### src/rtl/muldiv_unit.sv
// Iterative multiply/divide engine with HI/LO registers.
// Shift-add multiply, restoring divide, one bit per cycle plus a sign-fix cycle.
module muldiv_unit #(
  parameter int WIDTH = 32,
  parameter int CNT_W = $clog2(WIDTH) + 1
) (
  input  logic             clk,
  input  logic             rst,
  input  logic             start,
  input  logic [1:0]       op,
  input  logic [WIDTH-1:0] a,
  input  logic [WIDTH-1:0] b,
  input  logic             mthi,
  input  logic             mtlo,
  input  logic [WIDTH-1:0] wdata,
  output logic [WIDTH-1:0] hi,
  output logic [WIDTH-1:0] lo,
  output logic             busy,
  output logic             done
);

  typedef enum logic [1:0] {
    IDLE,
    CALC,
    FIX
  } state_t;

  localparam int W2 = 2 * WIDTH;

  state_t           state_q;
  state_t           state_d;
  logic [CNT_W-1:0] cnt_q;
  logic             is_div_q;
  logic             pneg_q;
  logic             rneg_q;
  logic [WIDTH-1:0] opnd_q;
  logic [W2-1:0]    acc_q;
  logic [WIDTH-1:0] hi_q;
  logic [WIDTH-1:0] lo_q;
  logic             done_q;

  logic             is_signed;
  logic             is_div;
  logic             a_neg;
  logic             b_neg;
  logic [WIDTH-1:0] amag;
  logic [WIDTH-1:0] bmag;
  logic             dz;
  logic             last;

  assign is_signed = ~op[0];
  assign is_div    = op[1];
  assign a_neg     = is_signed & a[WIDTH-1];
  assign b_neg     = is_signed & b[WIDTH-1];
  assign amag      = a_neg ? (WIDTH'(0) - a) : a;
  assign bmag      = b_neg ? (WIDTH'(0) - b) : b;
  assign dz        = is_div & (b == '0);
  assign last      = (cnt_q == CNT_W'(WIDTH - 1));

  // Multiply step: acc = {partial product, remaining multiplier}
  logic [WIDTH:0]   mul_sum;
  logic [W2-1:0]    mul_next;

  assign mul_sum  = {1'b0, acc_q[W2-1:WIDTH]}
                  + (acc_q[0] ? {1'b0, opnd_q} : '0);
  assign mul_next = {mul_sum, acc_q[WIDTH-1:1]};

  // Divide step: acc = {partial remainder, dividend/quotient bits}
  logic [WIDTH:0]   div_shift;
  logic [WIDTH:0]   div_trial;
  logic             div_ok;
  logic [WIDTH-1:0] div_rem;
  logic [W2-1:0]    div_next;

  assign div_shift = {acc_q[W2-1:WIDTH], acc_q[WIDTH-1]};
  assign div_trial = div_shift - {1'b0, opnd_q};
  assign div_ok    = ~div_trial[WIDTH];
  assign div_rem   = div_ok ? div_trial[WIDTH-1:0]
                            : div_shift[WIDTH-1:0];
  assign div_next  = {div_rem, acc_q[WIDTH-2:0], div_ok};

  logic [W2-1:0]    prod;
  logic [WIDTH-1:0] quo;
  logic [WIDTH-1:0] rem;
  logic [WIDTH-1:0] fix_hi;
  logic [WIDTH-1:0] fix_lo;

  assign prod   = pneg_q ? (W2'(0) - acc_q) : acc_q;
  assign quo    = pneg_q ? (WIDTH'(0) - acc_q[WIDTH-1:0])
                         : acc_q[WIDTH-1:0];
  assign rem    = rneg_q ? (WIDTH'(0) - acc_q[W2-1:WIDTH])
                         : acc_q[W2-1:WIDTH];
  assign fix_hi = is_div_q ? rem : prod[W2-1:WIDTH];
  assign fix_lo = is_div_q ? quo : prod[WIDTH-1:0];

  always_comb begin
    state_d = state_q;
    unique case (state_q)
      IDLE: if (start) state_d = dz ? FIX : CALC;
      CALC: if (last) state_d = FIX;
      FIX:  state_d = IDLE;
      default: state_d = IDLE;
    endcase
  end

  always_ff @(posedge clk) begin
    if (rst) begin
      state_q  <= IDLE;
      cnt_q    <= '0;
      is_div_q <= 1'b0;
      pneg_q   <= 1'b0;
      rneg_q   <= 1'b0;
      opnd_q   <= '0;
      acc_q    <= '0;
      hi_q     <= '0;
      lo_q     <= '0;
      done_q   <= 1'b0;
    end else begin
      state_q <= state_d;
      done_q  <= 1'b0;
      unique case (state_q)
        IDLE: begin
          if (start) begin
            cnt_q    <= '0;
            is_div_q <= is_div;
            opnd_q   <= is_div ? bmag : amag;
            pneg_q   <= (a_neg ^ b_neg) & ~dz;
            rneg_q   <= a_neg & is_div & ~dz;
            // Divide by zero parks the final answer in acc for FIX
            acc_q    <= dz ? {a, {WIDTH{1'b1}}}
                           : {{WIDTH{1'b0}}, is_div ? amag : bmag};
          end else begin
            if (mthi) hi_q <= wdata;
            if (mtlo) lo_q <= wdata;
          end
        end
        CALC: begin
          cnt_q <= cnt_q + 1'b1;
          acc_q <= is_div_q ? div_next : mul_next;
        end
        FIX: begin
          hi_q   <= fix_hi;
          lo_q   <= fix_lo;
          done_q <= 1'b1;
        end
        default: ;
      endcase
    end
  end

  assign hi   = hi_q;
  assign lo   = lo_q;
  assign busy = (state_q != IDLE);
  assign done = done_q;

endmodule

### config.mk
export PLATFORM = sky130hd
export DESIGN_NAME = muldiv_unit
export DESIGN_NICKNAME = d
export VERILOG_FILES = /design/src/rtl/muldiv_unit.sv
export SDC_FILE = /design/constraint.sdc
export NUM_CORES = 1
export LEC_CHECK = 0
export CAP_MARGIN = 20
export CORE_AREA = 2 2 248 250
export CTS_BUF_LIST = sky130_fd_sc_hd__clkbuf_8
export DETAILED_ROUTE_END_ITERATION = 6
export DIE_AREA = 0 0 250 252
export GPL_TIMING_DRIVEN = 0
export SYNTH_ARGS = -nofsm -noshare
export SYNTH_HDL_FRONTEND = slang
export SYNTH_SLANG_ARGS = --single-unit
### constraint.sdc
create_clock -name clk -period 4.2 [get_ports clk]
set_input_delay 0.84 -clock clk [delete_from_list [all_inputs] [get_ports clk]]
set_output_delay 0.84 -clock clk [all_outputs]
set_load 0.02 [all_outputs]
# Yosys cells after proc, flatten, opt, wreduce, memory -nomap -nowiden
# Cells that the tools add are included.
# op_classes
add_sub_neg	8
eq_ne	8
muxes	28
bitwise_logic	10
reduce_logical	10
# ops
operator	n
32-bit two-way mux	14
64-bit two-way mux	4
32-bit case mux with 2 select lines	2
64-bit case mux with 2 select lines	1
1-bit by 32-bit subtractor with 32-bit output (first input constant)	4
1-bit by 64-bit subtractor with 64-bit output (first input constant)	1
32-bit by 32-bit adder with 33-bit output	1
33-bit by 32-bit subtractor with 33-bit output	1
32-bit zero test	1
6-bit case mux with 2 select lines	1
2-bit != test (second input constant)	5
6-bit by 1-bit adder with 6-bit output (second input constant)	1
1-bit AND	6
6-bit by 5-bit == test with 1-bit output (second input constant)	1
2-bit two-way mux	3
6-bit two-way mux	1
2-bit AND reduction	3
3-bit AND reduction	2
2-bit nonzero test	3
2-bit case mux with 2 select lines	1
1-bit NOT	3
2-bit by 1-bit == test with 1-bit output (second input constant)	1
2-bit == test (second input constant)	1
2-bit zero test	1
2 further kinds	2
# word_totals
reg_bits	172
in_bits	103
output_inout_bits	66
wordCells	74

# Longest topological paths before layout
# Gate-level depths: netlist of the first run.
# depth
depth_word	7
ltp_mapped	14
ltp_nobuf	12

# Least setup slack after synthesis of the first run
# OpenSTA, ideal clock, no wires.
# synth_timing
path_kind	input port to flip-flop
start	input port b[13]
end	register acc_q[36]
t_arrival_ns	3.406
t_required_ns	4.109
path_slack_ns	0.703
path_stages	9
cell_sequence	or4_1 > nor4b_2 > nand4_1 > or4_1 > nor2_1 > buf_2 > buf_2 > nand2_1 > a311oi_1
# synth_via
elab_chain_cells	5
# synth_rtl
element	line_no	source
from (decl)	12	input logic [WIDTH-1:0] b,
32-bit zero test	57	assign dz = is_div & (b == '0);
1-bit AND	57	
64-bit two-way mux	130	acc_q <= dz ? {a, {WIDTH{1'b1}}}
64-bit two-way mux	123	if (start) begin
64-bit case mux with 2 select lines	121	unique case (state_q)
to (signal assigned)	130	
to (signal assigned)	139	acc_q <= is_div_q ? div_next : mul_next;
to (decl)	37	logic [W2-1:0] acc_q;
# No other way between the ends. The select of a mux whose other input is x is not followed.
# A chain may end at the register's enable or synchronous reset.

# Worst setup path in the final report of the first run
# layout_timing
start	register acc_q[48]
end	register acc_q[33]
# layout_via
elab_chain_cells	4
# layout_rtl
element	line_no	source
33-bit by 32-bit subtractor with 33-bit output	76	assign div_trial = div_shift - {1'b0, opnd_q};
32-bit two-way mux	78	assign div_rem = div_ok ? div_trial[WIDTH-1:0]
64-bit two-way mux	139	
64-bit case mux with 2 select lines	121	
# No other way between the ends.

==> results of run 1 <==
==> per-layer routing <==
metal,track usage (%),part of all wire (%),vias to the layer above
met1,30.15,43,8005
met5,0,0.054,-
li1,-,-,7762
met4,8.452,4.2,6
met3,5.922,12,176
met2,32.42,41,1026
==> layout make-up <==
| type | instances | area, µm² |
|---|---|---|
| repair buffers | 165 | 1652 |
| diodes | 1 | 2.502 |
| inverters | 66 | 247.7 |
| fillers | 6632 | 42050 |
| flip-flops and latches | 172 | 3445 |
| well taps | 782 | 978.4 |
| clock inverters | 14 | 193.9 |
| clock buffers | 18 | 247.7 |
| multi-input cells | 1643 | 10760 |
| plain buffers | 138 | 563.0 |
==> synth_stat cells (all sizes together), types with 20 or more instances <==
master and count:
mux2i 88, dfxtp 172, inv 65, nand2b 28, nand3 27, a21o 29, nor3 39, clkbuf 113
a221oi 23, ha 69, o211ai 21, nor2 263, nor2b 24, o21ai 116, xor2 78, buf 24
a21oi 193, xnor2 88, a31oi 20, nand2 135, a211oi 121
==> cell families after synthesis <==
logic type      synth area share (%)
compound gates                 29.31
xor+xnor                       9.730
fa+ha+maj                      6.045
buf+inv                        5.359
flops                          23.04
mux                            6.422
simple gates                   20.10
==> power groups by stage <==
| stage | registers [W] | logic (W) | clock network (W) |
|---|---|---|---|
| 3_5_place_dp | 0.00199 | 0.00240 | 0 |
| 6_report | 0.00197 | 0.00249 | 0.00137 |
| 3_3_place_gp | 0.00199 | 0.00240 | 0 |
| 2_1_floorplan | 0.00198 | 0.00148 | 0 |
| 5_1_grt | 0.00198 | 0.00265 | 0.00143 |
| 4_1_cts | 0.00195 | 0.00241 | 0.00136 |
==> state kept, by name, indices dropped and copies added (netlist names) <==
name / count
rneg_q: 1
acc_q: 64
done: 1
hi: 32
opnd_q: 32
cnt_q: 6
state_q: 2
lo: 32
is_div_q: 1
pneg_q: 1
==> tightest hold or removal path: cells and delay by family (launching register included) <==
kind            cells  cell delay [ns]
flops               1             0.32
simple gates        1             0.05
compound gates      1             0.05
==> per-stage QoR <==
step | hold WS, ns | instance area [µm²] | worst slack [ns]
after detailed placement | 0.4448 | 17570 | -0.7202
after CTS | 0.4574 | 18040 | 0.02379
final | 0.4585 | 18090 | 0.03323
after global routing | 0.4766 | 18090 | 0.01902
after floorplan | 0.4319 | 14940 | 0.7026
after global placement | 0.4397 | 17570 | -0.6723
==> how the worst max path moves through the flow <==
stage	startpoint	endpoint	slack, ns	depth (start not counted)
floorplan	b[13]	acc_q[36]	0.70	9
global placement	b[14]	acc_q[37]	-0.67	10
detailed placement	b[14]	acc_q[36]	-0.72	10
CTS	b[14]	acc_q[36]	0.02	10
global route	acc_q[48]	acc_q[33]	0.02	12
finish	acc_q[48]	acc_q[33]	0.03	12
==> impl_metrics.ini, run 1 <==
[power]
power_switching_w = 0.002566
swShare_pct = 44.00
powerDensity_nw_per_um2 = 322.4
p_comb_share_pct = 42.8
pwr-share-clk_pct = 23.5
peakVddDrop_uv = 205.2
p_leak_nw = 6.667
p_seq_share_pct = 33.8
total_power_w = 0.005831
intPower_w = 0.003265

[finish]
mostFrequentLayoutCells = nor2_1, a21oi_1, dfxtp_1
final_common_cell = nor2_1
fin_nets = 2377
area_delta_synth_final_pct = 21.04
drive_above_1_share_pct = 3.655
final_util_pct = 30.08
fin_cells = 2999

[clocking]
cts_made_buffers = 17
clock_path_buffers = 2
tritoncts = done
ctsResizeCount = 6
postCtsSetupBuffers = 0
ctsRootBufferMaster = clkbuf_8
clock_latency_ns = 0.52
htree_levels = 4
hold_buffers = 0
cts_sinks = 172
clk_pin_slew_worst_paths_ns = 0.12

[critical_path]
arrival_ns = 4.55
crit_slowest_cell = dfxtp_1
r2r_cells = 12
path_class = reg2reg
crit_buf_inv = 2
crit_fanout = 10
required_ns = 4.58
critPathLaunchType = flip-flop
r2r_slack_ns = 0.03
crit_chain = ha_1 -> a211oi_1 -> o21ai_0 -> a21oi_1 -> o22ai_1 -> xor2_1 -> o21bai_1 -> clkbuf_1 -> clkbuf_2 -> nand3_1 -> o21ai_0 -> o22ai_1
worstReg2RegStart = acc_q[48]
slowest_delay_ns = 0.72
crit_family = compound AO/OA/AOI/OAI gates
crit_path_end_kind = flip-flop
r2r_end = acc_q[33]

[sta]
tns_ns = 0
worst_slew_pin_slew_ns = 1.161
fin_crit_sh_pct = 99.21
slew_viol_final = 0
grt_setup_unrepaired = no
fmax_ghz = 0.2400
finalCriticalPeriod_ns = 4.167
relSlewSlack_pct = 20.60
hold_viol = 0
finClkSkew_ns = 0.03181
setup_viol = 0

[floorplan]
rows = 90
io_pins = 169
coreArea_um2 = 60130
initial_core_util_pct = 24.85
fp.dieW_um = 250
fp.dieArea_um2 = 63000
die_h_um = 252

[synth]
post-synth-top-area-fraction_pct = 23.04
yosys.area.top_type = dfxtp_1
synth_edf_count = 0
syn_avg_cell_area_um2 = 7.401
synth.area.top_cells = dfxtp_1, nor2_1, a21oi_1
yosys_warnings = 0
yosysSeqAreaShare_pct = 23.04
synth.distinct_cells = 77
ys.flop_type = dfxtp_1
synth_fp_nets = 2193
synth_seq_cells = 172
synthArstFlopShare_pct = 0
syn-cell-area_um2 = 14940
netlist_instances = 2019

[route]
drtAntennaViolNets = 0
vias = 16975
route.detailed.drc = 0
wl_per_cell_um = 23.95
routed_wl_mm = 71.82
via_per_inst = 5.660
drt_iter0_drc = 2120
first_pass_iters = 6

[worst_hold_path]
whs_path_depth = 2
min_to = opnd_q[23]
hp-start = opnd_q[23]
hold_class = reg2reg

[global_route]
overflow = 0
grt_pass1_wl_mm = 103.5
grt_max_degree = 19
grt_use_total_pct = 21.92
antenna_found_initial = 4
grt_pass1_vias = 15321

[place]
dpl.cell_count = 2966
place_hpwl_mm = 57.85
portBuffers = 165
place_congestion = 0.9854

[run_status]
status = finished, final reports clean

[job]
cap_violations = 0
No activity file was read; power rests on OpenSTA's default activity.
==> inputs of run 2 (changes only) <==
--- a/config.mk
+++ b/config.mk
@@ -8,9 +8,11 @@
 export CAP_MARGIN = 20
 export CORE_AREA = 2 2 248 250
 export CTS_BUF_LIST = sky130_fd_sc_hd__clkbuf_8
+export CTS_CLUSTER_DIAMETER = 80
 export DETAILED_ROUTE_END_ITERATION = 6
 export DIE_AREA = 0 0 250 252
 export GPL_TIMING_DRIVEN = 0
+export PLACE_DENSITY = 0.42
 export SYNTH_ARGS = -nofsm -noshare
 export SYNTH_HDL_FRONTEND = slang
 export SYNTH_SLANG_ARGS = --single-unit
==> run 2 against run 1 <==
Against the previous run: setup slack improved by 0.057 ns; sequential cell count is the same; clock power fell by 3%; clock-buffer cell count shrank 1; sequential share of layout area barely moved; power up 0.31%; via count shrank 2.2%; largest cell class unchanged; largest power group unchanged.
==> impl_metrics.ini, run 2 (synthesis results as in run 1) <==
[clocking]
clock_latency_ns = 0.58
cts_sinks = 172
tritoncts = done
hold_buffers = 0
ctsRootBufferMaster = clkbuf_8
clock_path_buffers = 2
cts_made_buffers = 17
htree_levels = 4
clk_pin_slew_worst_paths_ns = 0.11

[finish]
fin_nets = 2382
n_antenna_cell = 0
mostFrequentLayoutCells = nor2_1, a21oi_1, dfxtp_1
drive_above_1_share_pct = 4.007
largest_reg_flops = 64
fin_cells = 3003
top_register = acc_q
final_common_cell = nor2_1
n_fill_cell = 6616
final_util_pct = 30.12
area_delta_synth_final_pct = 21.20

[critical_path]
crit_path_end_kind = flip-flop
r2r_cells = 13
worstReg2RegStart = acc_q[0]
critPathLaunchType = input port
required_ns = 4.68
arrival_ns = 4.59
crit_start = b[13]
crit_fanout = 8
path_class = in2reg
r2r_slack_ns = 0.24

[sta]
finClkSkew_ns = 0.02921
relSlewSlack_pct = 23.24
grt_setup_unrepaired = no
worst_slew_pin_slew_ns = 1.151
worst_hold_slack_ns = 0.4608
fmax_ghz = 0.2433
hold_viol = 0
slew_viol_final = 0
fin_crit_sh_pct = 97.85
finalCriticalPeriod_ns = 4.110
setup_viol = 0

[place]
portBuffers = 165
place_congestion = 0.9366
place_hpwl_mm = 62.65
dpl.cell_count = 2968

[route]
via_per_inst = 5.527
route.detailed.drc = 0
drt_iter0_drc = 1581
routed-wl-met3_mm = 5.855
routed_wl_mm = 76.48
wl_met1_mm = 34.17
top_layer_used = met4
wl_per_cell_um = 25.47
routed-wl-met2_mm = 33.83
drtAntennaViolNets = 0
first_pass_iters = 5
vias = 16597

[worst_hold_path]
hp-start = opnd_q[11]
whs_path_depth = 2
hold_class = reg2reg

[global_route]
grt_max_degree = 18
grt_pass1_wl_mm = 109.9
overflow = 0
antenna_found_initial = 0
grt_use_total_pct = 23.83
grt_pass1_vias = 15921

[floorplan]
die_h_um = 252
coreArea_um2 = 60130
io_pins = 169
fp.dieArea_um2 = 63000
initial_core_util_pct = 24.85
fp.dieW_um = 250
rows = 90

[power]
p_leak_nw = 6.699
peakVddDrop_uv = 294.2
powerDensity_nw_per_um2 = 322.9

[run_status]
status = finished, final reports clean

[job]
cap_violations = 0
## run 2: cell types whose count changed in the layout (fill, tap and decap cells not counted), sizes merged
| cell | previous run | this run |
|---|---|---|
| buf | 23 | 28 |
| clkbuf | 132 | 130 |
| clkinv | 5 | 3 |
| clkinvlp | 1 | 5 |
| diode | 1 | 0 |
| dlymetal6s2s | 0 | 1 |
| inv | 72 | 71 |
## run 2: worst max-delay path, cell delays in order
cell and delay, ns:
clkdlybuf4s50_1 0.47, or4_1 0.63, nor4b_4 0.44, nand4_1 0.24, or4_1 0.45, clkbuf_1 0.24, nand2_1 0.19, nor2_1 0.06
a211oi_1 0.59, a21oi_1 0.12, a221oi_1 0.31
## run 2: repair_timing
item	CTS	global route
gates resized for setup	11	19
pin swaps	0	1
setup endpoints to repair	43	48
buffers inserted	0	2
## run 2: layout make-up
class	instances	area [µm²]	area share (%)
well taps	782	978.4	5.402
clock inverters	15	183.9	1.016
inverters	66	251.5	1.389
flip-flops and latches	172	3448	19.04
plain buffers	138	565.5	3.123
multi-input cells	1643	10760	59.39
repair buffers	170	1694	9.354
clock buffers	17	234.0	1.292
## run 2: stage by stage
step	worst slack, ns	total power, W	TNS (ns)	area, µm²
floorplan	0.7026	0.003463	0	14940
global placement	-0.7836	0.004487	-28.21	17570
finish	0.09017	0.005849	0	18110
CTS	0.005725	0.005820	0	18030
detailed placement	-0.7967	0.004482	-29.92	17590
global route	0.02060	0.006123	0	18110
## run 2: path summary, 6_finish.rpt
| path | endpoint |
|---|---|
| worst max-delay path | acc_q[18] |
| worst min-delay path | opnd_q[11] |
| worst max register to register | acc_q[55] |
| worst min register to register | opnd_q[11] |
## run 2: power breakdown
group	leakage, nW	internal (W)	switching [W]
combinational	5.09	0.000921	0.00163
sequential	1.41	0.00178	0.000189
clock	0.200	0.000548	0.000784
## run 2: routing by layer
layer / up-vias / GRT usage (%)
met2: 702 / 38.14
met3: 101 / 4.539
met4: 0 / 8.777
met5: - / 0
li1: 7774 / -
met1: 8020 / 31.77
==> inputs of run 3 (changes only) <==
--- a/config.mk
+++ b/config.mk
@@ -11,7 +11,6 @@
 export CTS_CLUSTER_DIAMETER = 80
 export DETAILED_ROUTE_END_ITERATION = 6
 export DIE_AREA = 0 0 250 252
-export GPL_TIMING_DRIVEN = 0
 export PLACE_DENSITY = 0.42
 export SYNTH_ARGS = -nofsm -noshare
 export SYNTH_HDL_FRONTEND = slang
==> run 3 against run 2 <==
Against the previous run: design area is 2.5% higher; register-to-register slack improved by 0.14 ns; core utilization rose by 0.77 points; largest cell class unchanged.
==> impl_metrics.ini, run 3 (synthesis results as in run 1) <==
[run_status]
status = finished, final reports clean

[sta]
worst_hold_slack_ns = 0.4594
worst_slew_pin_slew_ns = 1.221
fin_crit_sh_pct = 90.97
finClkSkew_ns = 0.02835
fin_ws_ns = 0.3794
fmax_ghz = 0.2617
setup_viol = 0
slew_viol_final = 0
finalCriticalPeriod_ns = 3.821
relSlewSlack_pct = 18.31
hold_viol = 0
grt_setup_unrepaired = no

[critical_path]
r2r_slack_ns = 0.38
crit_slowest_cell = a2111oi_0
crit_path_end_kind = flip-flop
path_class = reg2reg
r2r_end = acc_q[63]
slowest_delay_ns = 0.74
required_ns = 4.64
arrival_ns = 4.26
crit_fanout = 8
worstReg2RegStart = acc_q[34]
r2r_cells = 12
crit_chain = ha_1 -> o211ai_1 -> a21oi_1 -> o21ai_0 -> a2111oi_0 -> buf_4 -> o21ai_0 -> buf_4 -> a32oi_1 -> xor2_1 -> mux2i_1 -> o211ai_1
critPathLaunchType = flip-flop

[route]
via_per_inst = 5.422
wl_met1_mm = 32.33
route.detailed.drc = 0
routed_wl_mm = 68.63
first_pass_iters = 7
drt_iter0_drc = 1434
routed-wl-met3_mm = 4.434
vias = 16287
drtAntennaViolNets = 0
top_layer_used = met4
routed-wl-met2_mm = 29.99
wl_per_cell_um = 22.85

[clocking]
tritoncts = done
postCtsSetupBuffers = 0
clock_path_buffers = 2
clock_latency_ns = 0.53
cts_made_buffers = 17
htree_levels = 4
hold_buffers = 0
ctsRootBufferMaster = clkbuf_8
cts_sinks = 172
clk_pin_slew_worst_paths_ns = 0.11
ctsResizeCount = 0

[finish]
drive_above_1_share_pct = 9.316
n_fill_cell = 6554
largest_reg_flops = 64
final_common_cell = nor2_1
n_antenna_cell = 0
stdcell_area_um2 = 18570
top_register = acc_q
fin_nets = 2383
final_util_pct = 30.88
fin_cells = 3004
area_delta_synth_final_pct = 24.28
mostFrequentLayoutCells = nor2_1, a21oi_1, dfxtp_1

[floorplan]
io_pins = 169
fp.dieW_um = 250
initial_core_util_pct = 24.85
die_h_um = 252
rows = 90
coreArea_um2 = 60130
fp.dieArea_um2 = 63000

[place]
portBuffers = 168
dpl.cell_count = 2971
place_congestion = 0.9481
pre_cts_ws_ns = -0.02860
place_hpwl_mm = 54.66
placed_area_um2 = 18180

[power]
powerDensity_nw_per_um2 = 308.3
peakVddDrop_uv = 193.0
p_leak_nw = 7.157

[worst_hold_path]
hp-start = opnd_q[11]
hold_class = reg2reg
min_to = opnd_q[11]
whs_path_depth = 2

[job]
cap_violations = 0

[global_route]
overflow = 0
grt_max_degree = 96
antenna_found_initial = 2
grt_pass1_wl_mm = 100.3
grt_use_total_pct = 21.19
grt_pass1_vias = 15176
## run 3: cell types whose count changed in the layout (fill, tap and decap cells not counted), sizes merged
cell / delta
buf: +114
bufinv: -1
clkbuf: -111
clkdlybuf4s50: +1
clkinv: +3
clkinvlp: -4
dlygate4sd1: -1
dlymetal6s2s: -1
inv: +1
## run 3: how the worst max path moves through the flow
stage,startpoint,depth (start not counted),endpoint
after floorplan,b[13],9,acc_q[36]
after global placement,b[14],12,acc_q[62]
after detailed placement,b[13],12,acc_q[62]
after CTS,acc_q[0],10,hi[25]
after global routing,acc_q[0],10,hi[25]
final,acc_q[34],12,acc_q[63]
## run 3: stage by stage
stage	setup TNS, ns	total power (W)
final	0	0.005726
after detailed placement	-0.02860	0.004482
after global routing	0	0.006047
after global placement	0	0.004487
after CTS	0	0.005729
after floorplan	0	0.003463
## run 3: final cells by class
cell class | count | area (µm²) | share of cell area [%]
Multi-Input combinational cell | 1643 | 10740 | 57.82
Clock buffer | 18 | 247.7 | 1.334
Tap cell | 782 | 978.4 | 5.268
Inverter | 66 | 247.7 | 1.334
Clock inverter | 14 | 133.9 | 0.7209
Sequential cell | 172 | 3445 | 18.55
Timing Repair Buffer | 309 | 2780 | 14.97
## run 3: routing by layer
metal  vias up  global-route usage, %
li1       7774                      -
met1      7818                  30.12
met2       612                  32.96
met3        83                  3.105
met4         0                  6.330
met5         -                      0
## run 3: worst max-delay path, delay by kind of cell (launching register included)
| family | cells | cell delay (ns) |
|---|---|---|
| DFF | 1 | 0.70 |
| muxes | 1 | 0.13 |
| AOI/OAI and AO/OA | 7 | 2.00 |
| xor gates and xnor gates | 1 | 0.19 |
| adders and majority gates | 1 | 0.29 |
| buffers and inverters | 2 | 0.41 |
## run 3: where the power goes
part | switching (W) | total [W] | internal (W)
Combinational | 0.00154 | 0.00254 | 0.000999
Sequential | 0.000166 | 0.00194 | 0.00178
Clock | 0.000747 | 0.00124 | 0.000496
Total | 0.00246 | 0.00573 | 0.00327
